--- src/rtl/dmux1x8_with_1x4.sv ---
// 1-to-8 registered demultiplexer built from two 1-to-4 banks selected by e.
// Optional macro DMUX18_HOLD_EN: sample-and-hold mode, only the addressed bit updates.

module dmux1x4 (
  input  logic       a,
  input  logic       en,
  input  logic       s1,
  input  logic       s0,
  output logic [3:0] out
);

  // Route a onto the line addressed by {s1,s0}; a disabled bank drives all zeros.
  always_comb begin
    out = 4'b0000;
    case ({s1, s0})
      2'b00:   out[0] = a & en;
      2'b01:   out[1] = a & en;
      2'b10:   out[2] = a & en;
      2'b11:   out[3] = a & en;
      default: out = 4'b0000;
    endcase
  end

endmodule

module dmux1x8_with_1x4 (
  input  logic       clk,
  input  logic       rst_n,
  input  logic       a,
  input  logic       s1,
  input  logic       s0,
  input  logic       e,
  output logic [7:0] y
);

  logic [3:0] lo_s;
  logic [3:0] hi_s;
  logic [7:0] y_next_s;
  logic [7:0] y_r;

  dmux1x4 u_bank_lo (
    .a   (a),
    .en  (~e),
    .s1  (s1),
    .s0  (s0),
    .out (lo_s)
  );

  dmux1x4 u_bank_hi (
    .a   (a),
    .en  (e),
    .s1  (s1),
    .s0  (s0),
    .out (hi_s)
  );

`ifdef DMUX18_HOLD_EN
  logic [7:0] sel_mask_s;

  // One-hot mask of the addressed line; only that bit is allowed to change.
  always_comb begin
    sel_mask_s = 8'h00;
    case ({e, s1, s0})
      3'd0:    sel_mask_s = 8'h01;
      3'd1:    sel_mask_s = 8'h02;
      3'd2:    sel_mask_s = 8'h04;
      3'd3:    sel_mask_s = 8'h08;
      3'd4:    sel_mask_s = 8'h10;
      3'd5:    sel_mask_s = 8'h20;
      3'd6:    sel_mask_s = 8'h40;
      3'd7:    sel_mask_s = 8'h80;
      default: sel_mask_s = 8'h00;
    endcase
  end

  // Keep unaddressed bits, replace the addressed bit with the bank output.
  always_comb begin
    y_next_s = (y_r & ~sel_mask_s) | {hi_s, lo_s};
  end
`else
  // Non-selected lines are cleared every cycle.
  always_comb begin
    y_next_s = {hi_s, lo_s};
  end
`endif

  // Output register with synchronous active-low reset.
  always_ff @(posedge clk) begin
    if (!rst_n) begin
      y_r <= 8'h00;
    end else begin
      y_r <= y_next_s;
    end
  end

  assign y = y_r;

endmodule

--- config.mk ---
export PLATFORM = sky130hd
export DESIGN_NAME = dmux1x8_with_1x4
export DESIGN_NICKNAME = d
export VERILOG_FILES = /design/src/rtl/dmux1x8_with_1x4.sv
export SDC_FILE = /design/constraint.sdc
export NUM_CORES = 1
export LEC_CHECK = 0
export BUFFER_PORTS_ARGS = -buffer_cell sky130_fd_sc_hd__buf_2
export CAP_MARGIN = 10
export CORE_AREA = 2 2 39 41
export CTS_CLUSTER_DIAMETER = 200
export DETAILED_ROUTE_END_ITERATION = 8
export DIE_AREA = 0 0 41 43
export SETUP_SLACK_MARGIN = 0.05
export SYNTH_ARGS = -nofsm -noshare
export SYNTH_HDL_FRONTEND = slang
export SYNTH_HIERARCHICAL = 1
export SYNTH_SLANG_ARGS = --single-unit
--- constraint.sdc ---
create_clock -name clk -period 1.27 [get_ports clk]
set_clock_uncertainty 0.05 [all_clocks]
set_input_delay 0.0635 -clock clk [delete_from_list [all_inputs] [get_ports clk]]
set_output_delay 0.0635 -clock clk [all_outputs]
set_load 0.1 [all_outputs]
==> impl_summary.txt, run 1 <==
----------------------------------------------------
[Detailed routing]
  Final antenna-violating net count ... 0
  Avg WL per Cell ... 8.42 um
  DRC marker count from the first detailed-route iteration ... 1
  Vias after detailed routing ... 236
  Wire length after detailed routing ... 480 um
  Remaining design rule violation count ... 0
  Via density ... 4.14
  Detailed Routing Iterations Pass 1 ... 2

[Worst setup path]
  List of cells traversed by the critical path ... buf_2
  Worst stage delay on the critical path ... 0.42 ns
  Gate family responsible for the most delay along the worst path ... buffers and inverters
  CP Capture Type ... output port
  Data arrival at the endpoint of the critical path ... 0.96 ns
  Top fanout value on the critical path ... 1
  Startpoint type of the worst setup path ... flop
  Slowest cell on the critical path ... sky130_fd_sc_hd__buf_2
  Data required time of the worst path ... 1.16 ns
  Critical Path Source ... y[2]
  Classification of the worst setup path ... flop to output port
  Crit path buffers/inverters ... 1

[Yosys]
  Synth Warn # ... 6
  Unique cell type count in the Yosys netlist ... 6
  Count of state elements after synthesis ... 8
  Post-synthesis average cell area ... 12.2 um^2
  Post-synthesis net count ... 31
  Post-synthesis sequential area ratio ... 52.7%
  Mapped cell area ... 304 um^2
  Cells after synthesis ... 25

[Final layout]
  Filler-free cell count of the finished design ... 57
  Number of nets in the layout ... 49
  Most used cells in the layout excluding fill and tap cells ... sky130_fd_sc_hd__buf_2 (13), sky130_fd_sc_hd__and2_1 (8), sky130_fd_sc_hd__dfxtp_1 (8)
  Count of inserted antenna diode cells ... 0
  Area of combinational cells with multiple inputs ... 140 um^2
  Area grow syn2layout ... 35.4%
  Share of final-layout standard cells stronger than drive strength 1 ... 58.5%
  Most common library cell in the layout ignoring fill and taps ... sky130_fd_sc_hd__buf_2
  Fillers ... 150
  Final design utilization ... 29.7%
  Footprint of the flip-flops and latches ... 160 um^2
  Flip-flop count of the largest register, all copies and words added ... 8

[STA]
  Fin Setup TNS ... 0 ns
  Max-slew violations ... 0
  Count of endpoints failing setup in the final report ... 0
  Maximum clock rate ... 0.929 GHz
  Hold Violations, Final ... 0
  RSZ-0062 raised after global routing ... no
  Max-slew headroom ... 67.9%
  Slew @ Worst Pin ... 0.484 ns
  Crit path time final ... 1.08 ns
  Worst setup margin ... 0.193 ns
  Final period utilization ... 84.8%

[Global routing]
  First-pass GRT wire length ... 724 um
  Largest net degree at the start of global routing ... 9
  Total track usage ... 5.92%
  Vias in the first global route ... 198
  Initial antenna violation count ... 0
  Grt ovf ... 0

[Clock network]
  Hold-fix buffers at CTS ... 0
  Num Clock Sinks ... 8
  Number of clock buffers inserted by TritonCTS ... 3
  Maximum buffer depth of the clock tree ... 2
  CTS root buffer ... sky130_fd_sc_hd__clkbuf_4
  Post-CTS setup buffer count ... 0
  Clock transition at the register clock pins on the worst setup and hold paths after CTS ... 0.05 ns
  Post-CTS Resized ... 0
  Clock tree from TritonCTS ... done
  Depth of the CTS H-tree ... 1

[Placement]
  Final estimated routing congestion in global placement ... 0.718
  Number of input and output port buffers inserted ... 13
  Number of cells after detailed placement ... 54
  Setup slack at placement ... 0.440 ns

[Min path]
  Worst min-delay path category ... input port to flop
  Worst Min Path Start ... rst_n

[Job]
  # Max-Cap Violations ... 0

[Pwr]
  Power Total ... 498 uW
  Peak supply drop ... 240 uV
  P per Cell Area ... 1210 nW/um^2
  P_leak ... 0.208 nW

[Floorplanning]
  Die outline width ... 41 um
  Row Count ... 14
  Die H ... 43 um
  Area inside the core boundary ... 1380 um^2
  Effective utilization at floorplan ... 22.0%
  Full die area ... 1760 um^2
  Count of pins on the block boundary ... 14

[Outcome]
  Run status ... finished clean

----------------------------------------------------
power by group:
| part | internal [mW] | switching [mW] |
|---|---|---|
| Sequential | 0.256 | 0.000764 |
| Clock | 0.107 | 0.0701 |
| Combinational | 0.0181 | 0.0466 |
per-layer routing:
metal,vias to the layer above,part of all wire (%),GRT usage (%)
met4,0,0,6.00
met5,-,0,0
met1,103,47,7.69
met3,0,7.1,0
met2,9,46,8.13
li1,124,-,-
kinds of logic after synthesis:
group                  Yosys count  share of synthesized area [%]
buffers and inverters            1                           1.23
DFF                              8                           52.7
and+or+nand+nor                 16                           46.1
Yosys cell counts, drive strengths merged:
cell | count | share of area, %
and4b | 4 | 15
and4 | 2 | 6.6
dfxtp | 8 | 53
and2 | 8 | 16
and4bb | 2 | 8.2
inv | 1 | 1.2
cell type report:
type | instances | share of cell area, %
Sequential cell | 8 | 38.9
Timing Repair Buffer | 13 | 15.8
Clock buffer | 3 | 5.47
Tap cell | 16 | 4.86
Inverter | 1 | 0.912
Multi-Input combinational cell | 16 | 34.0
final timing paths:
kind | cells after the start | endpoint | slack (ns)
min | 2 | y[1] | 0.05
max | 1 | y[2] | 0.19
stage by stage:
stage	hold WS (ns)	cell area [um^2]
after floorplan	0.135	304
after global placement	0.306	389
after detailed placement	0.305	389
after CTS	0.0526	412
after global routing	0.0752	412
final	0.0521	412
Note: power is estimated with default switching activity, not from simulation.
==> run 2: changes to the inputs <==
==> constraint.sdc (replaced) <==
create_clock -name clk -period 1.1 [get_ports clk]
set_clock_uncertainty 0.05 [all_clocks]
set_input_delay 0.055 -clock clk [delete_from_list [all_inputs] [get_ports clk]]
set_output_delay 0.055 -clock clk [all_outputs]
set_load 0.1 [all_outputs]
==> run 2 against run 1 <==
Effect of this change: wire length up 2.1%; sequential share of layout area is 8.8 points lower; die area unchanged; hold slack got worse by 0.0058 ns; final cell count stayed put; total power up 20%; highest routed layer is now met4; combinational power rose by 38%; via count rose by 0.85%; design area rose by 29%; largest power group unchanged; flip-flop and latch count did not move; core utilization increased by 8.7 points; clock-buffer cell count unchanged.
==> impl_summary.txt, run 2 (synthesis gave the netlist of run 1 again) <==
----------------------------------------------------
[Outcome]
  Run status ... finished clean

[Final layout]
  Most used cells in the layout excluding fill and tap cells ... sky130_fd_sc_hd__and2_1 (8), sky130_fd_sc_hd__buf_12 (8), sky130_fd_sc_hd__dfxtp_1 (8)
  Fillers ... 130 (-13%)
  Share of final-layout standard cells stronger than drive strength 1 ... 58.5% (unchanged)
  Count of inserted antenna diode cells ... 0 (unchanged)
  Final design utilization ... 38.4% (+8.7 points)
  Area grow syn2layout ... 74.9%
  Flip-flop count of the largest register, all copies and words added ... 8 (unchanged)
  Filler-free cell count of the finished design ... 57 (unchanged)
  Number of nets in the layout ... 49 (unchanged)

[Clock network]
  Post-CTS setup buffer count ... 0 (unchanged)
  Num Clock Sinks ... 8 (unchanged)
  Clock tree from TritonCTS ... done
  CTS root buffer ... sky130_fd_sc_hd__clkbuf_4
  Maximum buffer depth of the clock tree ... 2 (unchanged)
  Number of clock buffers inserted by TritonCTS ... 3 (unchanged)
  Hold-fix buffers at CTS ... 0 (unchanged)
  Depth of the CTS H-tree ... 1 (unchanged)
  Post-CTS Resized ... 0 (unchanged)
  Clock transition at the register clock pins on the worst setup and hold paths after CTS ... 0.05 ns (about the same)

[Detailed routing]
  Vias after detailed routing ... 238 (+0.85%)
  Avg WL per Cell ... 8.60 um (+2.1%)
  Via density ... 4.18 (+0.85%)
  Wire length after detailed routing ... 490 um (+2.1%)
  DRC marker count from the first detailed-route iteration ... 1 (unchanged)
  Final antenna-violating net count ... 0 (unchanged)
  Detailed Routing Iterations Pass 1 ... 5 (+3)
  Remaining design rule violation count ... 0 (unchanged)

[Pwr]
  P per Cell Area ... 1130 nW/um^2 (-6.9%)
  Peak supply drop ... 320 uV (+34%)
  P_leak ... 0.229 nW (+10%)

[Global routing]
  Total track usage ... 8.66% (+2.7 points)
  Grt ovf ... 0 (unchanged)
  First-pass GRT wire length ... 910 um (+26%)
  Largest net degree at the start of global routing ... 9 (unchanged)
  Initial antenna violation count ... 0 (unchanged)
  Vias in the first global route ... 204 (+3.0%)

[Worst setup path]
  CP Capture Type ... output port
  Classification of the worst setup path ... flop to output port
  Startpoint type of the worst setup path ... flop
  Gate family responsible for the most delay along the worst path ... flip-flops
  Data required time of the worst path ... 1.00 ns (-0.16 ns)
  List of cells traversed by the critical path ... buf_12
  Data arrival at the endpoint of the critical path ... 0.77 ns (-0.19 ns)
  Slowest cell on the critical path ... sky130_fd_sc_hd__dfxtp_1
  Crit path buffers/inverters ... 1 (unchanged)
  Top fanout value on the critical path ... 1 (unchanged)
  Worst stage delay on the critical path ... 0.35 ns (-0.07 ns)

[STA]
  Crit path time final ... 0.880 ns
  Maximum clock rate ... 1.14 GHz
  Max-slew violations ... 0 (unchanged)
  RSZ-0062 raised after global routing ... no
  Slew @ Worst Pin ... 0.105 ns (-0.379 ns)
  Final period utilization ... 80.0%
  Count of endpoints failing setup in the final report ... 0 (unchanged)
  Fin Setup TNS ... 0 ns (unchanged)
  Hold Violations, Final ... 0 (unchanged)
  Max-slew headroom ... 93.0% (+25 points)

[Floorplanning]
  Die outline width ... 41 um (unchanged)
  Die H ... 43 um (unchanged)
  Full die area ... 1760 um^2 (unchanged)
  Count of pins on the block boundary ... 14 (unchanged)
  Area inside the core boundary ... 1380 um^2 (unchanged)
  Row Count ... 14 (unchanged)
  Effective utilization at floorplan ... 22.0% (unchanged)

[Job]
  # Max-Cap Violations ... 0 (unchanged)

[Min path]
  Worst min-delay path category ... input port to flop

[Placement]
  Final estimated routing congestion in global placement ... 0.699 (-2.6%)
  Number of cells after detailed placement ... 54 (unchanged)
  Number of input and output port buffers inserted ... 13 (unchanged)

----------------------------------------------------
-- run 2: cell counts in the layout (fill, tap and decap cells not counted) --
Identical to the previous run, type by type.
-- run 2: through the flow --
| stage | area [um^2] | setup WS, ns | hold WS (ns) | total power [mW] |
|---|---|---|---|---|
| global placement | 509 | 0.358 | 0.298 | 0.394 |
| global route | 532 | 0.149 | 0.0399 | 0.648 |
| finish | 532 | 0.220 | 0.0462 | 0.599 |
| CTS | 532 | 0.203 | 0.0378 | 0.614 |
| detailed placement | 509 | 0.341 | 0.297 | 0.395 |
| floorplan | 304 | 0.0860 | 0.127 | 0.352 |
-- run 2: area by class of cell --
class / count / area, um^2 / share of cell area [%]
sequential: 8 / 160 / 30.1
inverter: 1 / 3.75 / 0.706
tap: 16 / 20.0 / 3.76
multi-input combinational: 16 / 140 / 26.4
clock buffer: 3 / 22.5 / 4.24
timing repair buffer: 13 / 185 / 34.8
-- run 2: metal layers --
layer  track usage [%]  routed length, um
met3              4.71                 33
met2              8.75                232
met1              10.1                209
met5                 0                  0
met4              12.0                 14
-- run 2: final timing paths --
path / depth (start not counted) / endpoint / startpoint / slack (ns)
worst max-delay path: 1 / y[0] / y[0] / 0.22
worst min-delay path: 2 / y[7] / rst_n / 0.05
-- run 2: where the power goes --
group	switching, mW	internal, mW
registers	0.00366	0.295
clock network	0.0868	0.124
logic	0.0538	0.0358
total	0.144	0.455
==> run 3: changes to the inputs <==
--- a/config.mk
+++ b/config.mk
@@ -5,6 +5,7 @@
 export SDC_FILE = /design/constraint.sdc
 export NUM_CORES = 1
 export LEC_CHECK = 0
+export ABC_AREA = 1
 export BUFFER_PORTS_ARGS = -buffer_cell sky130_fd_sc_hd__buf_2
 export CAP_MARGIN = 10
 export CORE_AREA = 2 2 39 41
==> constraint.sdc (replaced) <==
create_clock -name clk -period 0.8 [get_ports clk]
set_clock_uncertainty 0.05 [all_clocks]
set_input_delay 0.04 -clock clk [delete_from_list [all_inputs] [get_ports clk]]
set_output_delay 0.04 -clock clk [all_outputs]
set_load 0.1 [all_outputs]
==> run 3 against run 2 <==
Effect of this change: the flow now finishes with violations (setup timing); core utilization rose by 0.90 points; hold slack worse by 0.038 ns; design area grew 2.4%; total power up 39%; clock power is 38% higher; setup slack lost 0.26 ns; die area is the same; combinational power increased by 47%; largest power group unchanged.
==> impl_summary.txt, run 3 <==
----------------------------------------------------
[Outcome]
  Run status ... complete, but fails checks
  Violations in the final reports ... setup timing

[STA]
  Crit path time final ... 0.841 ns
  Slew @ Worst Pin ... 0.133 ns (+0.0276 ns)
  Hold Violations, Final ... 0 (unchanged)
  RSZ-0062 raised after global routing ... yes
  Final period utilization ... 105%
  Max-slew violations ... 0 (unchanged)
  Count of endpoints failing setup in the final report ... 8 (+8)
  Maximum clock rate ... 1.19 GHz
  Worst setup margin ... -0.0405 ns (-0.261 ns)
  Max-slew headroom ... 91.1% (-1.9 points)
  Worst hold slack after final layout ... 0.00842 ns (-0.0378 ns)

[Detailed routing]
  Detailed Routing Iterations Pass 1 ... 4 (-1)
  Vias after detailed routing ... 280 (+18%)
  Final antenna-violating net count ... 0 (unchanged)
  DRC marker count from the first detailed-route iteration ... 2 (+1)
  Wire length after detailed routing ... 482 um (-1.6%)
  Avg WL per Cell ... 6.10 um (-29%)
  Remaining design rule violation count ... 0 (unchanged)
  Via density ... 3.54 (-15%)

[Final layout]
  Number of nets in the layout ... 71 (+45%)
  Flip-flop count of the largest register, all copies and words added ... 8 (unchanged)
  Fillers ... 141 (+8.5%)
  Share of final-layout standard cells stronger than drive strength 1 ... 38.1% (-20 points)
  Filler-free cell count of the finished design ... 79 (+39%)
  Most used cells in the layout excluding fill and tap cells ... sky130_fd_sc_hd__nand2_1 (18), sky130_fd_sc_hd__inv_1 (13), sky130_fd_sc_hd__buf_12 (8), sky130_fd_sc_hd__nor2_1 (8), sky130_fd_sc_hd__dfxtp_2 (8)
  Final design utilization ... 39.3% (+0.90 points)
  Area of combinational cells with multiple inputs ... 97.6 um^2 (-30%)
  Cell area after layout ... 544 um^2 (+2.4%)
  Footprint of the flip-flops and latches ... 170 um^2 (+6.2%)
  Most common library cell in the layout ignoring fill and taps ... sky130_fd_sc_hd__nand2_1
  Count of inserted antenna diode cells ... 0 (unchanged)
  Area grow syn2layout ... 74.7%

[Yosys]
  Area share of the largest cell type after synthesis ... 51.4% (-1.3 points)
  Post-synthesis sequential area ratio ... 51.4% (-1.3 points)
  Synth top cells by count ... sky130_fd_sc_hd__nand2_1 (18), sky130_fd_sc_hd__inv_1 (13), sky130_fd_sc_hd__dfxtp_1 (8), sky130_fd_sc_hd__nor2_1 (8), sky130_fd_sc_hd__buf_2 (1)
  Mapped cell area ... 312 um^2 (+2.5%)
  Cells after synthesis ... 48 (+92%)
  Unique cell type count in the Yosys netlist ... 5 (-1)
  Post-synthesis average cell area ... 6.49 um^2 (-47%)
  Library cell with the highest instance count after synthesis ... sky130_fd_sc_hd__nand2_1
  Number of flops mapped to enable cells by yosys ... 0 (unchanged)
  Cell types occupying the most area after synthesis ... sky130_fd_sc_hd__dfxtp_1 (51%), sky130_fd_sc_hd__nand2_1 (22%), sky130_fd_sc_hd__inv_1 (16%)
  Post-synthesis net count ... 54 (+74%)
  Dominant cell type by area after synthesis ... sky130_fd_sc_hd__dfxtp_1
  Synth Flop Type ... sky130_fd_sc_hd__dfxtp_1
  Share of synthesized registers carrying an async set or reset ... 0% (unchanged)
  Synth Warn # ... 6 (unchanged)
  Count of state elements after synthesis ... 8 (unchanged)

[Clock network]
  Hold-fix buffers at CTS ... 0 (unchanged)
  CTS root buffer ... sky130_fd_sc_hd__clkbuf_4
  Num Clock Sinks ... 8 (unchanged)
  Clock transition at the register clock pins on the worst setup and hold paths after CTS ... 0.05 ns (about the same)
  Number of clock buffers inserted by TritonCTS ... 3 (unchanged)
  Post-CTS Resized ... 0 (unchanged)
  Clock tree from TritonCTS ... done
  Maximum buffer depth of the clock tree ... 2 (unchanged)
  Depth of the CTS H-tree ... 1 (unchanged)
  Post-CTS setup buffer count ... 0 (unchanged)

[Global routing]
  First-pass GRT wire length ... 793 um (-13%)
  Met2 track utilization from global routing ... 8.44% (-0.31 points)
  Met1 Usage GRT ... 8.41% (-1.7 points)
  Met3 GRT Util ... 1.57% (-3.1 points)
  Total track usage ... 7.14% (-1.5 points)
  Largest net degree at the start of global routing ... 9 (unchanged)
  Most heavily used metal layer in global routing ... met4
  Vias in the first global route ... 220 (+7.8%)
  Initial antenna violation count ... 0 (unchanged)
  Grt ovf ... 0 (unchanged)

[Worst setup path]
  Data required time of the worst path ... 0.71 ns (-0.29 ns)
  Top fanout value on the critical path ... 1 (unchanged)
  Startpoint type of the worst setup path ... flop
  Data arrival at the endpoint of the critical path ... 0.75 ns (-0.02 ns)
  CP Capture Type ... output port
  Worst stage delay on the critical path ... 0.34 ns (about the same)
  Gate family responsible for the most delay along the worst path ... flip-flops
  Slowest cell on the critical path ... sky130_fd_sc_hd__dfxtp_2
  Crit path buffers/inverters ... 1 (unchanged)
  Classification of the worst setup path ... flop to output port
  List of cells traversed by the critical path ... buf_12

[Placement]
  Number of cells after detailed placement ... 76 (+41%)
  Setup slack at placement ... 0.186 ns (-0.156 ns)
  Detailed placement HPWL ... 413 um
  Number of input and output port buffers inserted ... 13 (unchanged)
  Final estimated routing congestion in global placement ... 0.636 (-9.0%)
  Placed instance area ... 522 um^2 (+2.5%)

[Job]
  # Max-Cap Violations ... 0 (unchanged)

[Floorplanning]
  Full die area ... 1760 um^2 (unchanged)
  Count of pins on the block boundary ... 14 (unchanged)
  Row Count ... 14 (unchanged)
  Die outline width ... 41 um (unchanged)
  Effective utilization at floorplan ... 22.5% (+0.54 points)
  Die H ... 43 um (unchanged)
  Area inside the core boundary ... 1380 um^2 (unchanged)

[Min path]
  Worst min-delay path category ... input port to flop

[Pwr]
  P_leak ... 0.312 nW (+36%)
  Peak supply drop ... 449 uV (+40%)
  P per Cell Area ... 1530 nW/um^2 (+36%)

----------------------------------------------------
[run 3: layer usage]
metal,part of all wire [%],routed length (um)
met3,7.7,37
met1,40,194
met2,52,251
met5,0,0
met4,0,0
[run 3: final timing paths]
path | start | to | slack, ns | cells past startpoint
hold / removal | rst_n | y[0] | 0.008 | 3
setup / recovery | y[7] | y[7] | -0.04 | 1
[run 3: where the power goes]
part	switching [mW]	total (mW)	internal, mW
Sequential	0.00513	0.413	0.407
Combinational	0.0860	0.132	0.0457
Clock	0.120	0.291	0.170
[run 3: metrics by stage]
step           power, mW  setup TNS, ns
6_report           0.835         -0.307
5_1_grt            0.874         -0.478
4_1_cts            0.847         -0.384
3_5_place_dp       0.553              0
3_3_place_gp       0.550              0
2_1_floorplan      0.501              0
[run 3: logic make-up (layout without fill, tap and decap cells)]
group,after synthesis,after routing,share of synthesized area [%]
and+or+nand+nor,26,26,31.3
DFF,8,8,51.4
buffers and inverters,14,29,17.3
[run 3: layout make-up]
class                      count  share of cell area (%)
clock buffer                   3                    4.14
timing repair buffer          13                    34.0
multi-input combinational     26                    17.9
tap                           16                    3.68
sequential                     8                    31.3
inverter                      13                    8.97
